**src/rtl/fetch_gshare.sv**
```systemverilog
// Fetch stage: PC register, two-word fetch, next-PC selection and fetch/decode pipeline register.
// Build macro GSHARE_EN selects the gshare predictor; without it, branches use static backward-taken prediction.
module fetch_gshare #(
    parameter logic [31:0] RESET_PC = 32'h0000_0000,
    parameter logic [31:0] NOP      = 32'h0000_0013
) (
    input  logic        clk,
    input  logic        rst,
    input  logic        enable,
    output logic [31:0] imem_addr,
    input  logic [31:0] imem_rdata0,
    input  logic [31:0] imem_rdata1,
    input  logic        redirect,
    input  logic [31:0] redirect_pc,
    input  logic        upd_valid,
    input  logic [8:0]  upd_index,
    input  logic        upd_taken,
    output logic        valid,
    output logic [31:0] pc,
    output logic [31:0] instr,
    output logic [31:0] instr1,
    output logic        prediction,
    output logic [8:0]  pc_xor_global_history
);
    localparam logic [6:0] OPC_BRANCH = 7'b1100011;
    localparam logic [6:0] OPC_JAL    = 7'b1101111;

    logic [31:0] pc_q, pc_d;
    logic        valid_q;
    logic [31:0] out_pc_q;
    logic [31:0] instr_q;
    logic [31:0] instr1_q;
    logic        pred_q;
    logic [8:0]  idx_q;

    logic [6:0]  opcode;
    logic [31:0] b_imm;
    logic [31:0] j_imm;
    logic [31:0] target;
    logic [8:0]  idx;
    logic        br_taken;
    logic        is_branch;
    logic        is_jal;
    logic        pred_taken;

    assign opcode    = imem_rdata0[6:0];
    assign is_branch = (opcode == OPC_BRANCH);
    assign is_jal    = (opcode == OPC_JAL);
    assign b_imm     = {{20{imem_rdata0[31]}}, imem_rdata0[7], imem_rdata0[30:25],
                        imem_rdata0[11:8], 1'b0};
    assign j_imm     = {{12{imem_rdata0[31]}}, imem_rdata0[19:12], imem_rdata0[20],
                        imem_rdata0[30:21], 1'b0};
    assign target    = pc_q + (is_jal ? j_imm : b_imm);

`ifdef GSHARE_EN
    // PHT is a flop array so it is fully cleared in the reset cycle; no sweep is needed.
    logic [8:0] ghr_q;
    logic [1:0] pht_q [512];

    assign idx      = pc_q[10:2] ^ ghr_q;
    // Reads the pre-update counter, so same-cycle training is seen from the next cycle on.
    assign br_taken = pht_q[idx][1];

    always_ff @(posedge clk) begin
        if (rst) begin
            ghr_q <= '0;
            for (int i = 0; i < 512; i++) begin
                pht_q[i] <= 2'b01;
            end
        end else if (upd_valid) begin
            ghr_q <= {ghr_q[7:0], upd_taken};
            if (upd_taken && (pht_q[upd_index] != 2'b11)) begin
                pht_q[upd_index] <= pht_q[upd_index] + 2'd1;
            end else if (!upd_taken && (pht_q[upd_index] != 2'b00)) begin
                pht_q[upd_index] <= pht_q[upd_index] - 2'd1;
            end
        end
    end
`else
    logic unused_upd;

    assign idx        = pc_q[10:2];
    assign br_taken   = b_imm[31];
    assign unused_upd = ^{upd_valid, upd_index, upd_taken};
`endif

    assign pred_taken = (is_branch && br_taken) || is_jal;

    always_comb begin
        pc_d = pc_q;
        if (redirect) begin
            pc_d = redirect_pc;
        end else if (enable) begin
            pc_d = pred_taken ? target : pc_q + 32'd4;
        end
    end

    always_ff @(posedge clk) begin
        if (rst) begin
            pc_q <= RESET_PC;
        end else begin
            pc_q <= pc_d;
        end
    end

    // Redirect squashes whatever is in flight even during a stall; pc and index are left as they were.
    always_ff @(posedge clk) begin
        if (rst) begin
            valid_q  <= 1'b0;
            out_pc_q <= '0;
            instr_q  <= NOP;
            instr1_q <= NOP;
            pred_q   <= 1'b0;
            idx_q    <= '0;
        end else if (redirect) begin
            valid_q  <= 1'b0;
            instr_q  <= NOP;
            instr1_q <= NOP;
            pred_q   <= 1'b0;
        end else if (enable) begin
            valid_q  <= 1'b1;
            out_pc_q <= pc_q;
            instr_q  <= imem_rdata0;
            instr1_q <= imem_rdata1;
            pred_q   <= pred_taken;
            idx_q    <= idx;
        end
    end

    assign imem_addr             = pc_q;
    assign valid                 = valid_q;
    assign pc                    = out_pc_q;
    assign instr                 = instr_q;
    assign instr1                = instr1_q;
    assign prediction            = pred_q;
    assign pc_xor_global_history = idx_q;
endmodule

```
**config.mk**
```make
export PLATFORM = sky130hd
export DESIGN_NAME = fetch_gshare
export DESIGN_NICKNAME = d
export VERILOG_FILES = /design/src/rtl/fetch_gshare.sv
export SDC_FILE = /design/constraint.sdc
export NUM_CORES = 1
export LEC_CHECK = 0
export BUFFER_PORTS_ARGS = -buffer_cell sky130_fd_sc_hd__buf_2
export CORE_UTILIZATION = 51
export CTS_CLUSTER_DIAMETER = 150
export CTS_CLUSTER_SIZE = 24
export DETAILED_ROUTE_END_ITERATION = 8
export MAX_ROUTING_LAYER = met4
export PLACE_DENSITY = 0.81
export SYNTH_ARGS = -nofsm -noshare
export SYNTH_HDL_FRONTEND = slang
export SYNTH_SLANG_ARGS = --single-unit
export TNS_END_PERCENT = 10
```
**constraint.sdc**
```tcl
create_clock -name clk -period 4.45 [get_ports clk]
set_clock_uncertainty 0.05 [all_clocks]
set_input_delay 0.2225 -clock clk [delete_from_list [all_inputs] [get_ports clk]]
set_output_delay 0.2225 -clock clk [all_outputs]
set_load 0.02 [all_outputs]
```
Word level (Yosys, flattened, before mapping)
Cells that the tools add are included.
{"block": "classes", "n_addsub": 2, "n_eq_ne": 2, "n_mux": 4, "bitwise": 1, "reduce_logical": 5}
{"op": "two-way mux 32 bit", "n": 3}
{"op": "adder 32 x 3 -> 32 bit, second input constant", "n": 1}
{"op": "adder 32 bit", "n": 1}
{"op": "two-way mux 20 bit", "n": 1}
{"op": "== test 7 bit, second input constant", "n": 2}
{"op": "AND reduction 2 bit", "n": 1}
{"op": "nonzero test 2 bit", "n": 1}
{"op": "OR reduction 2 bit", "n": 1}
{"op": "logical AND 1 bit", "n": 1}
{"op": "logical OR 1 bit", "n": 1}
{"op": "NOT 1 bit", "n": 1}
{"block": "word_totals", "regBits": 139, "in_bits": 111, "out_inout_bits": 139, "word_cells": 21}

Longest topological paths before layout
Gate-level depths: netlist (run 1).
{"block": "logic_depth", "depth_word": 6, "ltp_mapped": 17, "mapped_depth_nobuf": 15}

Worst setup path before layout (run 1)
OpenSTA, ideal clock, no wires.
{"block": "synth_timing", "kind": "input -> register", "from": "input port imem_rdata0[1]", "to": "register pc_q[29] (netlist: imem_addr[29])", "setup_ns": 0.130, "arrival_ns": 3.388, "required_time_ns": 4.270, "slack_ns": 0.882, "cell_stages": 15, "n_path_buf": 1, "cell_sequence": "nor2b_1 -> nand4_1 -> nor2_1 -> clkbuf_1 -> mux2_2 -> fa_1 -> a21oi_1 -> o22ai_1 -> o211ai_1 -> nand2_1 -> a221oi_2 -> o21bai_1 -> a311oi_2 -> xor2_1 -> o22ai_1"}
{"block": "synth_via", "elab_chain_cells": 6, "word_cells_on_any_way": 9, "classes_between": "add/sub: 1; eq/ne: 2; mux: 4; reduce/logical: 2"}
{"element": "start, declared", "line_no": "11", "source": "input logic [31:0] imem_rdata0,"}
{"element": "== test 7 bit (on tied branches)", "line_no": "48, 47"}
{"element": "two-way mux 20 bit / logical AND 1 bit (equally long branches)", "line_no": "53, 87"}
{"element": "adder 32 bit / logical OR 1 bit (equally long branches)", "line_no": "53, 87"}
{"element": "two-way mux 32 bit (*)", "line_no": "94", "source": "pc_d = pred_taken ? target : pc_q + 32'd4;"}
{"element": "two-way mux 32 bit (*)", "line_no": "93", "source": "end else if (enable) begin"}
{"element": "two-way mux 32 bit (*)", "line_no": "91", "source": "if (redirect) begin"}
{"element": "end signal, assigned", "line_no": "102", "source": "pc_q <= pc_d;"}
{"element": "end, declared", "line_no": "28", "source": "logic [31:0] pc_q, pc_d;"}
Mark *: on every way between the ends. The rest lies on a longest branch, timed or not. The select of a mux whose other input is x is not followed.
A chain may end at the register's enable or synchronous reset.

Worst setup path after layout (run 1)
{"block": "layout_timing", "from": "input port imem_rdata0[4]", "to": "register pc_q[31] (netlist: imem_addr[31])"}
Same word-level chain as after synthesis.

==> out/qor.txt, run 1 <==
Die ar.: 14800 µm²
Initial Utilization: 52.4%
unrepaired setup endpoints after global routing: false
Least-Margin Pin Slew: 1.22 ns
setup TNS: 0 ns
R2R Setup Slk: 1.45 ns
Residual DRC: 0
Max Slew Vio Count: 0
fill cell count: 1147
layer with the highest usage: met2
final net count: 1296
cts repair resizes: 0
vias in the first global route: 7076
Final Total Pwr: 3.32 mW
status: finished, final reports clean
Die H: 122 µm
Reg area: 2600 µm²
critical hold path startpoint: redirect_pc[9]
vias per inst: 5.73
clk_lat worst skew: 0.42 ns
Logic pwr share: 18.0%
routability cong.: 0.917
min Tclk post-route: 4.16 ns
CP arrival: 4.43 ns
reg2reg start: imem_addr[1]
Vias: 7689
antenna fix cells: 0
clock buffer depth: 2
DRT iter0 DRCs: 594
Global Route Usage Sum: 32.1%
GR Overflow Total: 0
proportion of layout cells with a drive suffix above 1: 25.2%
CTS buffer count: 17
Int Pwr: 2.38 mW
PnR worst setup slack: 0.287 ns
Critical Path End Type: register
drt wl/cell: 17.1 µm
Post-synth EDFFs: 0
io pins: 250
Detailed Place HPWL: 15.7 mm
Slew headroom: 18.8%
First-pass DRT Iterations: 5
Ys Warns: 0
Worst Path Required: 4.72 ns
multi-input logic area: 4360 µm²
Die Width: 122 µm
initial antenna violation count: 0
Worst Hold Class: in -> reg
Syn Inst Count: 908
Post-Syn Area: 7300 µm²
CP max FO: 14
cell area power density: 349 nW/µm²
total core area: 13900 µm²
clk sinks: 130
Hold Buf Count CTS: 38
sequential share of power: 38.3%
final setup fails: 0
Post-CTS Setup Bufs: 0
WS Path Type: in -> reg
Async S/R FF share, synth: 0%
CP startpoint: imem_rdata0[4]
Root Buffer: clkbuf_16
Max Cap Viol: 0
largest net degree at the start of global routing: 67
routing usage on met1: 41.6%
Site Rows: 43
Netlist cell types: 67
Antenna Nets Post-Route: 0
register bit total from synthesis: 130
syn_nets: 1054
final hold vios: 0
Seq/Total Area, Yosys: 35.7%
H-tree Lvls: 4
syn avg cell area: 8.04 µm²
crit start category: primary input
I/O Buffers: 238
maximum vdd drop: 0.271 mV
switching power: 933 µW
first-pass GRT wire length: 35.8 mm
Net Sw Frac: 28.1%
met3 Use GR: 5.57%
Post-Place Setup Slack: 0.490 ns
met2 Use GR: 49.9%
synthesis-to-layout area growth: 30.1%
Routed WL: 23.0 mm
CTS clk-pin slew, worst paths: 0.06 ns
Top FF cell, synth: dfxtp_1
Clk pwr share: 43.8%
part of the cycle the worst path needs: 93.5%
Static Leak: 4.53 nW
maximum clock frequency: 240 MHz
CTS tree: done
Fin Hold WS: 0.00567 ns
[placed cells by master (no fill, tap or decap), types with 6 or more instances in the layout]
| master | count |
|---|---|
| nor3_1 | 11 |
| nand4_1 | 16 |
| a21oi_1 | 92 |
| clkbuf_16 | 17 |
| and3_1 | 10 |
| ha_1 | 34 |
| dfxtp_1 | 130 |
| o22ai_1 | 9 |
| dlygate4sd3_1 | 38 |
| a221oi_1 | 8 |
| a21o_1 | 25 |
| buf_2 | 237 |
| xor2_1 | 12 |
| mux2i_1 | 70 |
| nand3_1 | 18 |
| nand2_1 | 129 |
| buf_4 | 9 |
| inv_1 | 17 |
| nor2_1 | 111 |
| xnor2_1 | 14 |
| o21bai_1 | 6 |
| a31oi_1 | 6 |
| o21ai_0 | 43 |
[routing by layer]
layer | up-vias | part of all wire, % | routed length (µm)
li1 | 3703 | - | -
met1 | 3559 | 44 | 10200
met2 | 387 | 46 | 10500
met3 | 40 | 8.1 | 1870
met4 | 0 | 1.9 | 444
met5 | - | 0 | 0
[synth_stat cells (all sizes together), types with 2 or more instances]
cell type,instances,area share (%)
nor3b,3,0.31
nor3,11,0.75
nor4,5,0.51
o211ai,5,0.51
a221oi,9,1.2
nand2b,2,0.17
buf,17,1.5
inv,18,0.93
and3,11,1.0
a41oi,2,0.24
nand3,19,1.4
o22ai,9,0.77
o21bai,6,0.62
nor2,112,5.8
clkbuf,44,2.3
nand4,16,1.4
a22oi,2,0.21
a31oi,6,0.51
a211oi,5,0.51
and2,4,0.34
a21oi,94,6.5
or3,4,0.34
mux2i,70,9.6
nor2b,5,0.43
xor2,12,1.4
xnor2,14,1.7
nand3b,5,0.51
dfxtp,130,36
o31ai,2,0.21
mux2,5,0.77
o221ai,4,0.48
nand2,129,6.6
a21o,25,2.6
a311oi,2,0.33
a211o,2,0.24
o21a,2,0.21
ha,34,5.8
and4,2,0.24
o21ai,46,3.2
[critical path, cell delays in order]
cell and delay, ns:
dlygate4sd3_1 0.55, buf_2 0.14, nor2b_1 0.11, nand4_1 0.19, nor2_1 0.15, buf_4 0.21
mux2_2 0.37, ha_1 0.21, fa_1 0.40, a21oi_1 0.22, o22ai_1 0.16, o211ai_1 0.29
a21oi_1 0.13, o21ai_1 0.22, a31oi_1 0.16, mux2i_1 0.18, and3_4 0.20, a2111oi_4 0.30
[state kept, by name, summed over array words and instances (netlist names)]
signal	flops
imem_addr	32
instr1	32
instr	32
pc	32
prediction	1
valid	1
[cell families after synthesis]
family                   synth area share (%)
AO/OA/AOI/OAI                            20.0
buffers and inverters                    4.66
XOR/XNOR                                 3.12
AND/OR/NAND/NOR                          20.1
multiplexers                             10.4
adder cells (fa/ha/maj)                  6.10
flip-flops                               35.7
[cell type report]
type,count,share of cell area [%]
clock buffer,23,5.03
clock inverter,9,1.36
inverter,18,0.711
multi-input combinational,699,45.9
sequential,130,27.4
tap,180,2.37
timing repair buffer,284,17.2
[power groups by stage]
stage / combinational, mW / sequential (mW) / clock [mW]
6_report: 0.595 / 1.27 / 1.45
5_1_grt: 0.652 / 1.27 / 1.52
4_1_cts: 0.587 / 1.27 / 1.46
3_5_place_dp: 0.558 / 1.29 / 0
3_3_place_gp: 0.550 / 1.29 / 0
2_1_floorplan: 0.336 / 1.33 / 0
[worst paths after layout]
path | cells after the start | endpoint
setup / recovery | 18 | imem_addr[31]
hold / removal | 3 | imem_addr[9]
setup reg to reg | 11 | imem_addr[31]
hold reg to reg | 2 | pc[16]
[per-stage QoR]
step                      instance area, µm²  cells  util (%)
final                                   9500   1343      68.2
after global routing                    9500   1343      68.2
after detailed placement                8510   1273      61.1
after floorplan                         7300    908         -
after CTS                               9500   1343      68.2
after global placement                  8510   1273      61.1
Power figures use the tool's default switching activity.
==> run 2: changes to the inputs <==
--- a/config.mk
+++ b/config.mk
@@ -15,4 +15,3 @@
 export SYNTH_ARGS = -nofsm -noshare
 export SYNTH_HDL_FRONTEND = slang
 export SYNTH_SLANG_ARGS = --single-unit
-export TNS_END_PERCENT = 10
==> constraint.sdc (replaced) <==
create_clock -name clk -period 4.45 [get_ports clk]
set_clock_uncertainty 0.05 [all_clocks]
set_input_delay 0.445 -clock clk [delete_from_list [all_inputs] [get_ports clk]]
set_output_delay 0.445 -clock clk [all_outputs]
set_load 0.02 [all_outputs]
==> run 2 against run 1 <==
The run now ends with DRC left. Register-to-register slack got worse by 0.02 ns. Sequential power barely moved. Wire length fell by 6.3%. Count of clock-buffer cells in the layout fell by 5. Setup slack improved by 0.43 ns. Utilization fell by 2.5 points. Critical path depth fell by 1. Highest routed layer unchanged.
==> out/qor.txt, run 2 (same netlist as run 1, synthesis figures left out) <==
Static Leak: 4.39 nW
CTS buffer count: 17
Vias: 7440
Global Route Usage Sum: 30.0%
fill cell count: 1227
Slew headroom: 32.2%
crit path cell chain: buf_2 -> nor2b_1 -> nand4_1 -> nor2_1 -> buf_4 -> mux2_2 -> ha_1 -> fa_1 -> a21oi_1 -> o22ai_1 -> o211ai_1 -> a21oi_1 -> o21ai_1 -> a31oi_1 -> mux2i_1 -> and3_4 -> a2111oi_4
drt wl/cell: 16.5 µm
cts repair resizes: 0
CP arrival: 4.00 ns
routability cong.: 0.917
clk sinks: 130
Max Slew Vio Count: 0
Critical Path End Type: register
CP most frequent cell: a21oi_1
Routed WL: 21.5 mm
part of the cycle the worst path needs: 83.9%
largest net degree at the start of global routing: 69
DRT iter0 DRCs: 505
Die H: 122 µm
Worst Hold Class: in -> reg
clk_lat worst skew: 0.42 ns
final net count: 1262
I/O Buffers: 238
status: finished with violations
crit start category: primary input
family with the most delay on the worst path: compound AO/OA/AOI/OAI gates
synthesis-to-layout area growth: 25.4%
Residual DRC: 1
Post-CTS Setup Bufs: 0
cell area power density: 360 nW/µm²
Detailed Place HPWL: 15.6 mm
CTS tree: done
First-pass DRT Iterations: 7
unrepaired setup endpoints after global routing: false
Max Cap Viol: 0
Final Total Pwr: 3.29 mW
Hold Buf Count CTS: 0
Largest stage delay, worst path: 0.40 ns
vias in the first global route: 6852
proportion of layout cells with a drive suffix above 1: 26.5%
Antenna Nets Post-Route: 0
maximum clock frequency: 268 MHz
Die ar.: 14800 µm²
initial antenna violation count: 0
total core area: 13900 µm²
CTS clk-pin slew, worst paths: 0.06 ns
Placed Area: 8540 µm²
WP buf/inv: 2
final setup fails: 0
Worst Path Required: 4.72 ns
CP max FO: 5
finished layout cell area: 9150 µm²
first-pass GRT wire length: 33.6 mm
io pins: 250
WS Path Type: in -> reg
antenna fix cells: 0
CP max stage cell: fa_1
commonest non-fill, non-tap cell in the layout: buf_2
violated checks: DRC
final hold vios: 0
most frequent cells in the layout: buf_2, dfxtp_1, nand2_1
GR Overflow Total: 0
H-tree Lvls: 4
min Tclk post-route: 3.73 ns
Die Width: 122 µm
Initial Utilization: 52.4%
Root Buffer: clkbuf_16
maximum vdd drop: 0.228 mV
vias per inst: 5.68
Site Rows: 43
setup TNS: 0 ns
clock buffer depth: 2
Least-Margin Pin Slew: 1.02 ns
-- run 2: worst min-delay path: cells and delay by family --
kind                   cells  cell delay [ns]
buffers and inverters      1             0.07
AND/OR/NAND/NOR            1             0.06
multiplexers               1             0.05
-- run 2: metal layers --
layer | global-route usage (%) | vias up | part of all wire, %
li1 | - | 3637 | -
met1 | 38.5 | 3393 | 45
met2 | 46.4 | 365 | 45
met3 | 5.48 | 45 | 7.9
met4 | 12.3 | 0 | 2.6
met5 | - | - | 0
-- run 2: power by group --
part | leakage (nW) | switching (mW) | internal [mW]
registers | 1.06 | 0.0582 | 1.21
logic | 3.03 | 0.341 | 0.229
clock network | 0.293 | 0.561 | 0.890
-- run 2: final timing paths --
kind | startpoint | endpoint | slack [ns] | depth (start not counted)
hold / removal | imem_rdata1[0] | instr1[0] | 0.19 | 3
hold reg to reg | pc[18] | pc[18] | 0.40 | 2
setup / recovery | imem_rdata0[1] | imem_addr[31] | 0.72 | 17
setup reg to reg | imem_addr[1] | imem_addr[31] | 1.43 | 11
-- run 2: area by class of cell --
type	count	area (µm²)	area share, %
multi-input combinational	699	4360	47.7
inverter	18	67.6	0.739
timing repair buffer	250	1280	14.0
sequential	130	2600	28.5
tap	180	225	2.46
clock inverter	14	179	1.96
clock buffer	18	429	4.69
-- run 2: per-stage QoR --
stage	hold WS [ns]	util [%]	setup slack, ns	instances
2_1_floorplan	0.485	-	0.659	908
3_3_place_gp	0.388	61.3	0.332	1277
3_5_place_dp	0.395	61.3	0.310	1277
4_1_cts	0.179	65.6	0.715	1309
5_1_grt	0.175	65.6	0.497	1309
6_report	0.188	65.6	0.716	1309
==> run 3: changes to the inputs <==
==> constraint.sdc (replaced) <==
create_clock -name clk -period 3.7 [get_ports clk]
set_clock_uncertainty 0.05 [all_clocks]
set_input_delay 0.37 -clock clk [delete_from_list [all_inputs] [get_ports clk]]
set_output_delay 0.37 -clock clk [all_outputs]
set_load 0.02 [all_outputs]
==> run 3 against run 2 <==
Clock power is 22% higher. The flow now finishes without violations. Utilization is 1.3 points higher. Design area is 1.9% higher. First-iteration DRC count is 12% higher. Wire length is 0.50% higher. Critical path depth stayed put. Highest routed layer unchanged. Count of clock-buffer cells in the layout is 1 lower. Largest power group unchanged. Critical path type unchanged.
==> out/qor.txt, run 3 (same netlist as run 1, synthesis figures left out) <==
Routed WL: 21.7 mm
final net count: 1284
routability cong.: 0.949
Die ar.: 14800 µm²
Site Rows: 43
clk_lat worst skew: 0.42 ns
Vias: 7514
finished layout cell area: 9320 µm²
Initial Utilization: 52.4%
Residual DRC: 0
Least-Margin Pin Slew: 0.914 ns
Detailed Place HPWL: 16.0 mm
io pins: 250
I/O Buffers: 238
Placed Area: 8700 µm²
Worst Path Required: 3.97 ns
Root Buffer: clkbuf_16
Global Route Usage Sum: 30.7%
CP arrival: 3.78 ns
Die H: 122 µm
crit start category: primary input
Hold Buf Count CTS: 0
maximum clock frequency: 285 MHz
setup TNS: 0 ns
Net Sw Frac: 29.4%
drt wl/cell: 16.3 µm
Static Leak: 4.50 nW
largest net degree at the start of global routing: 60
CTS tree: done
H-tree Lvls: 4
Clk pwr share: 44.3%
cts repair resizes: 0
DRT iter0 DRCs: 566
CTS buffer count: 17
Die Width: 122 µm
cell area power density: 429 nW/µm²
vias per inst: 5.65
Max Slew Vio Count: 0
Critical Path End Type: register
Max Cap Viol: 0
commonest non-fill, non-tap cell in the layout: buf_2
initial antenna violation count: 0
part of the cycle the worst path needs: 95.0%
First-pass DRT Iterations: 5
Post-CTS Setup Bufs: 0
most frequent cells in the layout: buf_2, dfxtp_1, nand2_1
clk sinks: 130
total core area: 13900 µm²
min Tclk post-route: 3.51 ns
sequential share of power: 38.1%
first-pass GRT wire length: 34.6 mm
maximum vdd drop: 0.331 mV
status: finished, final reports clean
final core occ: 66.9%
antenna fix cells: 0
Antenna Nets Post-Route: 0
R2R Setup Slk: 0.70 ns
switching power: 1.18 mW
final hold vios: 0
GR Overflow Total: 0
unrepaired setup endpoints after global routing: false
Int Pwr: 2.83 mW
CP max FO: 3
Logic pwr share: 17.6%
final setup fails: 0
clock buffer depth: 2
WS Path Type: in -> reg
synthesis-to-layout area growth: 27.8%
Non-Filler Instances: 1331
Slew headroom: 39.0%
proportion of layout cells with a drive suffix above 1: 28.0%
CTS clk-pin slew, worst paths: 0.06 ns
placed insts: 1299
Worst Hold Class: in -> reg
vias in the first global route: 6936
## run 3: cell types whose count changed in the layout (fill, tap and decap cells not counted)
cell        change
clkinv_2        -2
inv_6           +3
clkbuf_1        -1
clkinv_4        -1
clkinvlp_4      +1
buf_4          +22
## run 3: per-stage QoR
stage	hold WS, ns	power (mW)	setup WS, ns
final	0.112	4.00	0.187
after global routing	0.116	4.17	0.0133
after CTS	0.103	4.02	0.183
after detailed placement	0.393	2.25	-0.247
after global placement	0.388	2.24	-0.171
after floorplan	0.449	2.01	0.0710
## run 3: layout make-up
class                           instances  area (µm²)
Clock buffer                           17         425
Tap cell                              180         225
Multi-Input combinational cell        699        4360
Fill cell                            1197        4610
Clock inverter                         15         194
Sequential cell                       130        2600
Inverter                               18        67.6
Timing Repair Buffer                  272        1450
## run 3: worst paths after layout
path	start	end	cells after the start
max	imem_rdata0[4]	imem_addr[31]	17
max reg2reg	imem_addr[1]	imem_addr[31]	11
min reg2reg	pc[20]	pc[20]	2
min	imem_rdata1[4]	instr1[4]	3
## run 3: per-layer routing
layer	part of all wire, %	GRT usage, %
met1	45	41.0
met2	46	47.2
met3	7.8	5.06
met4	1.9	10.5
met5	0	-
## run 3: worst max-delay path: stages
cell       delay (ns)
buf_2            0.11
nor2b_1          0.10
nand4_1          0.15
nor2_1           0.13
buf_4            0.14
mux2_2           0.34
ha_1             0.21
fa_1             0.41
a21oi_1          0.24
o22ai_1          0.16
o211ai_1         0.26
a21oi_1          0.13
o21ai_1          0.20
a31oi_1          0.17
mux2i_1          0.17
and3_4           0.19
a2111oi_4        0.30
## run 3: power by group through the flow
stage	sequential [mW]	combinational [mW]	clock, mW
2_1_floorplan	1.60	0.404	0
3_3_place_gp	1.55	0.692	0
3_5_place_dp	1.55	0.699	0
4_1_cts	1.52	0.702	1.79
5_1_grt	1.53	0.777	1.86
6_report	1.53	0.706	1.77
